--- src/rtl/ahb_fifo_slv.sv ---
// AHB slave fronting a word-wide FIFO: DATA push/pop, STATUS, CTRL flush, optional THRESH.
// Define AHB_FIFO_SLV_IRQ_EN to add the THRESH register and the IRQ output.
module ahb_fifo_slv #(
  parameter int unsigned P_SLV_ID = 0,
  parameter int unsigned P_DEPTH  = 16,
  parameter int unsigned P_DELAY  = 0
) (
  input  logic        HCLK,
  input  logic        HRESET,
  input  logic        HSEL,
  input  logic [31:0] HADDR,
  input  logic [1:0]  HTRANS,
  input  logic        HWRITE,
  input  logic [2:0]  HSIZE,
  input  logic [2:0]  HBURST,
  input  logic [31:0] HWDATA,
  input  logic        HREADYin,
  output logic [31:0] HRDATA,
  output logic [1:0]  HRESP,
  output logic        HREADYout
`ifdef AHB_FIFO_SLV_IRQ_EN
  ,
  output logic        IRQ
`endif
);

  localparam int unsigned AW = $clog2(P_DEPTH);
  localparam int unsigned CW = AW + 1;

  typedef enum logic [1:0] {S_IDLE, S_WAIT, S_ERR1, S_ERR2} state_t;

  state_t        state, state_nxt;
  logic [3:0]    wcnt, wcnt_nxt;
  logic          dp_valid, dp_write;
  logic [1:0]    dp_off;
  logic [31:0]   mem [P_DEPTH];
  logic [AW-1:0] wr_ptr, rd_ptr;
  logic [CW-1:0] count, count_nxt;
  logic          ready, accept, xfer_err, dp_end;
  logic          do_push, do_pop, do_flush;
  logic [1:0]    a_off;

  logic unused_ok;
  assign unused_ok = ^{HADDR[31:4], HADDR[1:0], HTRANS[0], HBURST};

  assign a_off     = HADDR[3:2];
  assign ready     = (state == S_IDLE) || (state == S_ERR2) || ((state == S_WAIT) && (wcnt == '0));
  assign accept    = HSEL && HREADYin && HTRANS[1];
  assign dp_end    = dp_valid && ready;
  assign do_push   = dp_end && dp_write && (dp_off == 2'd0);
  assign do_pop    = dp_end && !dp_write && (dp_off == 2'd0);
  assign do_flush  = dp_end && dp_write && (dp_off == 2'd2) && HWDATA[0];
  assign HREADYout = ready;
  assign HRESP     = ((state == S_ERR1) || (state == S_ERR2)) ? 2'b01 : 2'b00;

  // count_nxt already folds in the data phase completing this cycle, so it
  // doubles as the in-flight-adjusted count for over/underflow checks.
  always_comb begin
    count_nxt = count + CW'(do_push) - CW'(do_pop);
    if (do_flush) count_nxt = '0;
  end

  always_comb begin
    xfer_err = (HSIZE != 3'b010)
            || ((a_off == 2'd1) && HWRITE)
            || ((a_off == 2'd0) && HWRITE && (count_nxt == CW'(P_DEPTH)))
            || ((a_off == 2'd0) && !HWRITE && (count_nxt == '0));
  end

  always_comb begin
    state_nxt = state;
    wcnt_nxt  = wcnt;
    case (state)
      S_WAIT:  if (wcnt != '0) wcnt_nxt = wcnt - 4'd1;
      S_ERR1:  state_nxt = S_ERR2;
      default: ;
    endcase
    if (ready) begin
      state_nxt = S_IDLE;
      if (accept) begin
        if (xfer_err) begin
          state_nxt = S_ERR1;
        end else if (P_DELAY != 0) begin
          state_nxt = S_WAIT;
          wcnt_nxt  = 4'(P_DELAY);
        end
      end
    end
  end

  always_ff @(posedge HCLK or posedge HRESET) begin
    if (HRESET) begin
      state    <= S_IDLE;
      wcnt     <= '0;
      dp_valid <= 1'b0;
      dp_write <= 1'b0;
      dp_off   <= '0;
      wr_ptr   <= '0;
      rd_ptr   <= '0;
      count    <= '0;
    end else begin
      state <= state_nxt;
      wcnt  <= wcnt_nxt;
      if (ready) begin
        dp_valid <= accept && !xfer_err;
        dp_write <= HWRITE;
        dp_off   <= a_off;
      end
      count <= count_nxt;
      if (do_flush) begin
        wr_ptr <= '0;
        rd_ptr <= '0;
      end else begin
        if (do_push) wr_ptr <= wr_ptr + AW'(1);
        if (do_pop)  rd_ptr <= rd_ptr + AW'(1);
      end
    end
  end

  always_ff @(posedge HCLK) begin
    if (do_push) mem[wr_ptr] <= HWDATA;
  end

`ifdef AHB_FIFO_SLV_IRQ_EN
  logic [8:0] thresh, thresh_nxt;

  assign thresh_nxt = (dp_end && dp_write && (dp_off == 2'd3)) ? HWDATA[8:0] : thresh;

  always_ff @(posedge HCLK or posedge HRESET) begin
    if (HRESET) begin
      thresh <= '0;
      IRQ    <= 1'b0;
    end else begin
      thresh <= thresh_nxt;
      IRQ    <= (thresh_nxt != '0) && (9'(count_nxt) >= thresh_nxt);
    end
  end
`endif

  always_comb begin
    HRDATA = '0;
    if (dp_end && !dp_write) begin
      case (dp_off)
        2'd0: HRDATA = mem[rd_ptr];
        2'd1: begin
          HRDATA[31:28] = 4'(P_SLV_ID);
          HRDATA[17]    = (count == CW'(P_DEPTH));
          HRDATA[16]    = (count == '0);
          HRDATA[8:0]   = 9'(count);
        end
`ifdef AHB_FIFO_SLV_IRQ_EN
        2'd3: HRDATA[8:0] = thresh;
`endif
        default: ;
      endcase
    end
  end

endmodule
--- config.mk ---
export PLATFORM = sky130hd
export DESIGN_NAME = ahb_fifo_slv
export DESIGN_NICKNAME = d
export VERILOG_FILES = /design/src/rtl/ahb_fifo_slv.sv
export SDC_FILE = /design/constraint.sdc
export NUM_CORES = 1
export LEC_CHECK = 0
export ABC_AREA = 0
export BUFFER_PORTS_ARGS = -buffer_cell sky130_fd_sc_hd__buf_4
export CAP_MARGIN = 5
export CORE_MARGIN = 2
export CORE_UTILIZATION = 55
export CTS_CLUSTER_DIAMETER = 100
export CTS_CLUSTER_SIZE = 28
export DETAILED_ROUTE_END_ITERATION = 12
export PLACE_DENSITY = 0.74
export SYNTH_ARGS = -nofsm -noshare
export SYNTH_HDL_FRONTEND = slang
export SYNTH_SLANG_ARGS = --single-unit
--- constraint.sdc ---
create_clock -name HCLK -period 3.9 [get_ports HCLK]
set_input_delay 0.195 -clock HCLK [delete_from_list [all_inputs] [get_ports HCLK]]
set_output_delay 0.195 -clock HCLK [all_outputs]
set_load 0.03 [all_outputs]
==> Flow_metrics.wiki <==
{| class="wikitable"
! Metric !! Value
|-
| Via count || between 9k and 10k
|-
| Number of synthesized flops with an enable pin || 512
|-
| Sum of net half-perimeters after detailed placement || 23.0 mm
|-
| Worst Path Arrival || 4.15 ns
|-
| RePlAce Congestion || 0.798
|-
| Max stage delay on crit path || 0.51 ns
|-
| Via count of the first global-routing pass || 9802
|-
| Clock tree from TritonCTS || yes
|-
| I/O pin total || 112
|-
| WHS || 0.0881 ns
|-
| Main synth FF type || sky130_fd_sc_hd__edfxtp_1
|-
| Number of design-rule violations left by the first detailed-router iteration || 936
|-
| Clock Sink Count || ~540
|-
| Worst hold path stage count || 4
|-
| RSZ-0062 raised after global routing || no
|-
| Net count after synthesis || 1032
|-
| Width of the die || 200 µm
|-
| Wire length of the first global-routing pass || ~61 mm
|-
| Xor/xnor cell area share of the yosys netlist || less than 1%
|-
| Area of the die || 39800 µm²
|-
| Aggregate negative setup slack || 0 ns
|-
| Multiplexer share of the synthesized area || 16.8%
|-
| Wirelength per Cell || 25.9 µm
|-
| Net Sw Frac || 25.8%
|-
| Max-slew violation count || 0
|-
| Net Switching || 3190 µW
|-
| Post-layout minimum cycle time || 3.70 ns
|-
| Synth Register Bits || 535
|-
| Mapped Cells || 938
|-
| Total overflow reported by the global router || 0
|-
| Worst min-delay path category || input port to register
|-
| ANT nets after route || 0
|-
| Remaining routing DRC violations || 0
|-
| Compound-cell area share of the yosys netlist || ~1.5%
|-
| Critical Path Start Type || register
|-
| Max-capacitance violation count || 0
|-
| Result of the run || complete, no violations
|-
| Largest family of logic cells by synthesized area || multiplexers
|-
| Pre-antenna DRT Iters || 5
|-
| Setup CP Type || register to register
|-
| Post-route total power || between 10000 and 15000 µW
|-
| Wire length after detailed routing || 41.1 mm
|-
| Number of rows in the core area || roughly 70
|-
| Clock Root Buffer || sky130_fd_sc_hd__clkbuf_16
|-
| Simple logic cell fraction of the synthesized area || under 10%
|-
| Highest-delay cell along the critical path || sky130_fd_sc_hd__or4_4
|-
| Clk network pwr share || 22.2%
|-
| Total internal power || between 9000 and 10000 µW
|-
| Synth-to-layout area growth || 11.6%
|-
| Placed cell count || 1515
|-
| Final Non-Filler Cells || roughly 1.6k
|-
| Number of vias per cell || 6.04
|-
| Sequence of cells on the critical path || inv_1 -> ha_2 -> and4bb_1 -> nor2_1 -> or4_4 -> inv_2 -> ha_1 -> inv_1 -> ha_1 -> fa_1 -> and3b_1 -> or4_1 -> and3_1 -> xor2_1 -> a21o_1
|-
| WHS Endpoint || state[1]
|-
| Critical R2R Capture || dp_valid
|-
| Setup slack on the worst flop-to-flop path || 0.20 ns
|-
| Post-CTS clock slew at the launch and capture registers of the worst setup and hold paths || around 0.1 ns
|-
| Tightest Pin Transition || 1.08 ns
|-
| Initial antenna violation count || 1
|-
| Async set-or-reset flop fraction in the synthesized netlist || under 10%
|-
| Clock skew after layout || 0.0221 ns
|-
| Final-stage net count || ~1.2k
|-
| Total of warnings raised by yosys || 0
|-
| Share of post-route cells with drive strength above 1 || between 20% and 30%
|-
| Area of the core || ~38000 µm²
|-
| CP required || 4.35 ns
|-
| TritonCTS buffer count || 23
|-
| Peak Freq || 270 MHz
|-
| Count of distinct cell types in the synthesized netlist || 54
|-
| Level count of the clock H-tree || 1
|-
| R2R depth || 15
|-
| Worst IR Drop VDD || 455 µV
|-
| Maximum clock path buffer count || 3
|-
| Start point of the worst min-delay path || HREADYin
|-
| Category of the worst setup path capture point || register
|-
| Mean instance size in the synthesized netlist || 22.4 µm²
|-
| Starting Density || between 50% and 60%
|-
| Insertion delay of the later-clocked pin in the worst-skew pair || about 0.55 ns
|-
| Final hold viol count || 0
|-
| Share of the cycle needed by the critical path after routing || between 90% and 100%
|-
| Pin count of the biggest net entering global routing || 58
|-
| Sequential area share after synthesis || 75.9%
|-
| Vertical die dimension || 200 µm
|-
| Synthesized cell area || 21000 µm²
|-
| Leakage dissipation || roughly 0.0077 µW
|-
| Gate power share || 23.6%
|-
| Delay-heaviest family, CP || simple AND/OR/NAND/NOR gates
|-
| Critical path fanouts, max || 4
|-
| Buffer and inverter count on the worst path || 3
|-
| Max-slew headroom at the worst pin || roughly 28%
|-
| Pwr Density || between 500 and 600 nW/µm²
|-
| IO Port Bufs || 76
|-
| Proportion of power drawn by flip-flops and latches || a little over half
|-
| Worst r2r src || wcnt[0]
|-
| Setup violations, final || 0
|-
| Global router's overall resource usage || 21.2%
|-
| Adder and majority gate portion of the synthesized area || 1.05%
|}
-- synth_stat cells (2+ instances only) --
master | instances | area, µm²
sky130_fd_sc_hd__a211oi_1 | 8 | 60.1
sky130_fd_sc_hd__a21o_1 | 2 | 15.0
sky130_fd_sc_hd__a21oi_1 | 9 | 45.0
sky130_fd_sc_hd__a22o_1 | 5 | 43.8
sky130_fd_sc_hd__and2_1 | 44 | 275
sky130_fd_sc_hd__and3_1 | 3 | 18.8
sky130_fd_sc_hd__buf_1 | 7 | 26.3
sky130_fd_sc_hd__buf_2 | 15 | 75.1
sky130_fd_sc_hd__buf_4 | 6 | 45.0
sky130_fd_sc_hd__clkbuf_1 | 14 | 52.6
sky130_fd_sc_hd__dfrtp_1 | 23 | 576
sky130_fd_sc_hd__edfxtp_1 | 512 | 15400
sky130_fd_sc_hd__ha_1 | 16 | 200
sky130_fd_sc_hd__inv_1 | 17 | 63.8
sky130_fd_sc_hd__inv_2 | 2 | 7.51
sky130_fd_sc_hd__mux2_2 | 2 | 22.5
sky130_fd_sc_hd__mux2i_1 | 7 | 70.1
sky130_fd_sc_hd__mux4_2 | 153 | 3450
sky130_fd_sc_hd__nand2_1 | 10 | 37.5
sky130_fd_sc_hd__nand2b_1 | 3 | 18.8
sky130_fd_sc_hd__nand3_1 | 3 | 15.0
sky130_fd_sc_hd__nand4_1 | 2 | 12.5
sky130_fd_sc_hd__nor2_1 | 18 | 67.6
sky130_fd_sc_hd__nor2b_1 | 8 | 50.1
sky130_fd_sc_hd__nor3_1 | 3 | 15.0
sky130_fd_sc_hd__nor3b_1 | 2 | 15.0
sky130_fd_sc_hd__o211ai_1 | 2 | 15.0
sky130_fd_sc_hd__o21ai_0 | 8 | 40.0
sky130_fd_sc_hd__o31ai_1 | 2 | 15.0
sky130_fd_sc_hd__xnor2_1 | 5 | 43.8
sky130_fd_sc_hd__xor2_1 | 4 | 35.0
-- state kept, by name (all words and copies together) (netlist names) --
signal,flops
wcnt,4
state,2
dp_off,2
mem,512
dp_valid,1
rd_ptr,4
wr_ptr,4
count,5
dp_write,1
-- cell usage in the layout, fill, tap and decap left out, types with 9 or more instances in the layout --
cell                            Yosys  final
sky130_fd_sc_hd__edfxtp_1         512    512
sky130_fd_sc_hd__mux4_2           153    153
sky130_fd_sc_hd__buf_4              6     98
sky130_fd_sc_hd__dlygate4sd3_1      0     36
sky130_fd_sc_hd__and2_1            44     28
sky130_fd_sc_hd__clkbuf_16          0     23
sky130_fd_sc_hd__dfrtp_1           23     19
sky130_fd_sc_hd__nor2_1            18     18
sky130_fd_sc_hd__inv_1             17     17
sky130_fd_sc_hd__and2_2             0     16
sky130_fd_sc_hd__ha_1              16     14
sky130_fd_sc_hd__buf_12             0     12
sky130_fd_sc_hd__nand2_1           10     10
sky130_fd_sc_hd__a21oi_1            9      9
-- stage by stage --
stage	instance area, µm²	util (%)	setup WS, ns
after floorplan	21000	-	0.143
after global placement	22500	59.6	0.212
after detailed placement	22500	59.6	0.214
after CTS	23500	62.3	0.182
after global routing	23500	62.3	0.0107
final	23500	62.3	0.196
-- power by group through the flow --
stage	sequential (µW)	combinational (µW)	clock [µW]
6_report	6690	2920	2750
5_1_grt	6720	3140	2980
4_1_cts	6700	2970	2810
3_5_place_dp	6830	2930	0
3_3_place_gp	6830	2890	0
2_1_floorplan	6530	2510	0
-- worst register-to-register path: stages, from the launching register on --
cell	delay [ns]
sky130_fd_sc_hd__dfrtp_1	0.42
sky130_fd_sc_hd__inv_1	0.09
sky130_fd_sc_hd__ha_2	0.21
sky130_fd_sc_hd__and4bb_1	0.23
sky130_fd_sc_hd__nor2_1	0.07
sky130_fd_sc_hd__or4_4	0.51
sky130_fd_sc_hd__inv_2	0.08
sky130_fd_sc_hd__ha_1	0.12
sky130_fd_sc_hd__inv_1	0.04
sky130_fd_sc_hd__ha_1	0.20
sky130_fd_sc_hd__fa_1	0.43
sky130_fd_sc_hd__and3b_1	0.21
sky130_fd_sc_hd__or4_1	0.48
sky130_fd_sc_hd__and3_1	0.21
sky130_fd_sc_hd__xor2_1	0.15
sky130_fd_sc_hd__a21o_1	0.16
-- repair_timing --
item | CTS | global route
hold buffers | 36 | 0
endpoints found under the hold margin | 540 | 0
setup endpoints to repair | 0 | 2
buffers inserted | 0 | 0
resized for setup | 0 | 2
-- area by class of cell --
class / instances / area (µm²)
Antenna cell: 1 / 2.50
Clock buffer: 31 / 606
Clock inverter: 2 / 32.5
Fill cell: 2562 / 14200
Inverter: 19 / 71.3
Multi-Input combinational cell: 340 / 4810
Sequential cell: 535 / 16000
Tap cell: 511 / 639
Timing Repair Buffer: 146 / 1340
-- worst max path at each step --
stage	startpoint	end	slack, ns	cells past startpoint
after detailed placement	state[1]	dp_valid	0.21	15
after CTS	wcnt[0]	dp_valid	0.18	15
after global placement	state[1]	dp_valid	0.21	15
final	wcnt[0]	dp_valid	0.20	15
after floorplan	wcnt[0]	dp_valid	0.14	16
after global routing	wcnt[0]	state[1]	0.01	15
-- metal layers --
metal | global-route usage (%) | routed length, µm | up-vias
li1 | - | - | 4128
met1 | 31.2 | 17300 | 5074
met2 | 35.2 | 20600 | 316
met3 | 2.45 | 2430 | 50
met4 | 3.98 | 788 | 0
met5 | 0 | 0 | -
-- cells by family after synthesis --
family,Yosys count
DFF,535
muxes,162
and+or+nand+nor,108
buffers and inverters,63
AOI/OAI and AO/OA,43
adders and majority gates,17
xor gates and xnor gates,9
other,1
Note: power is estimated with default switching activity, not from simulation.
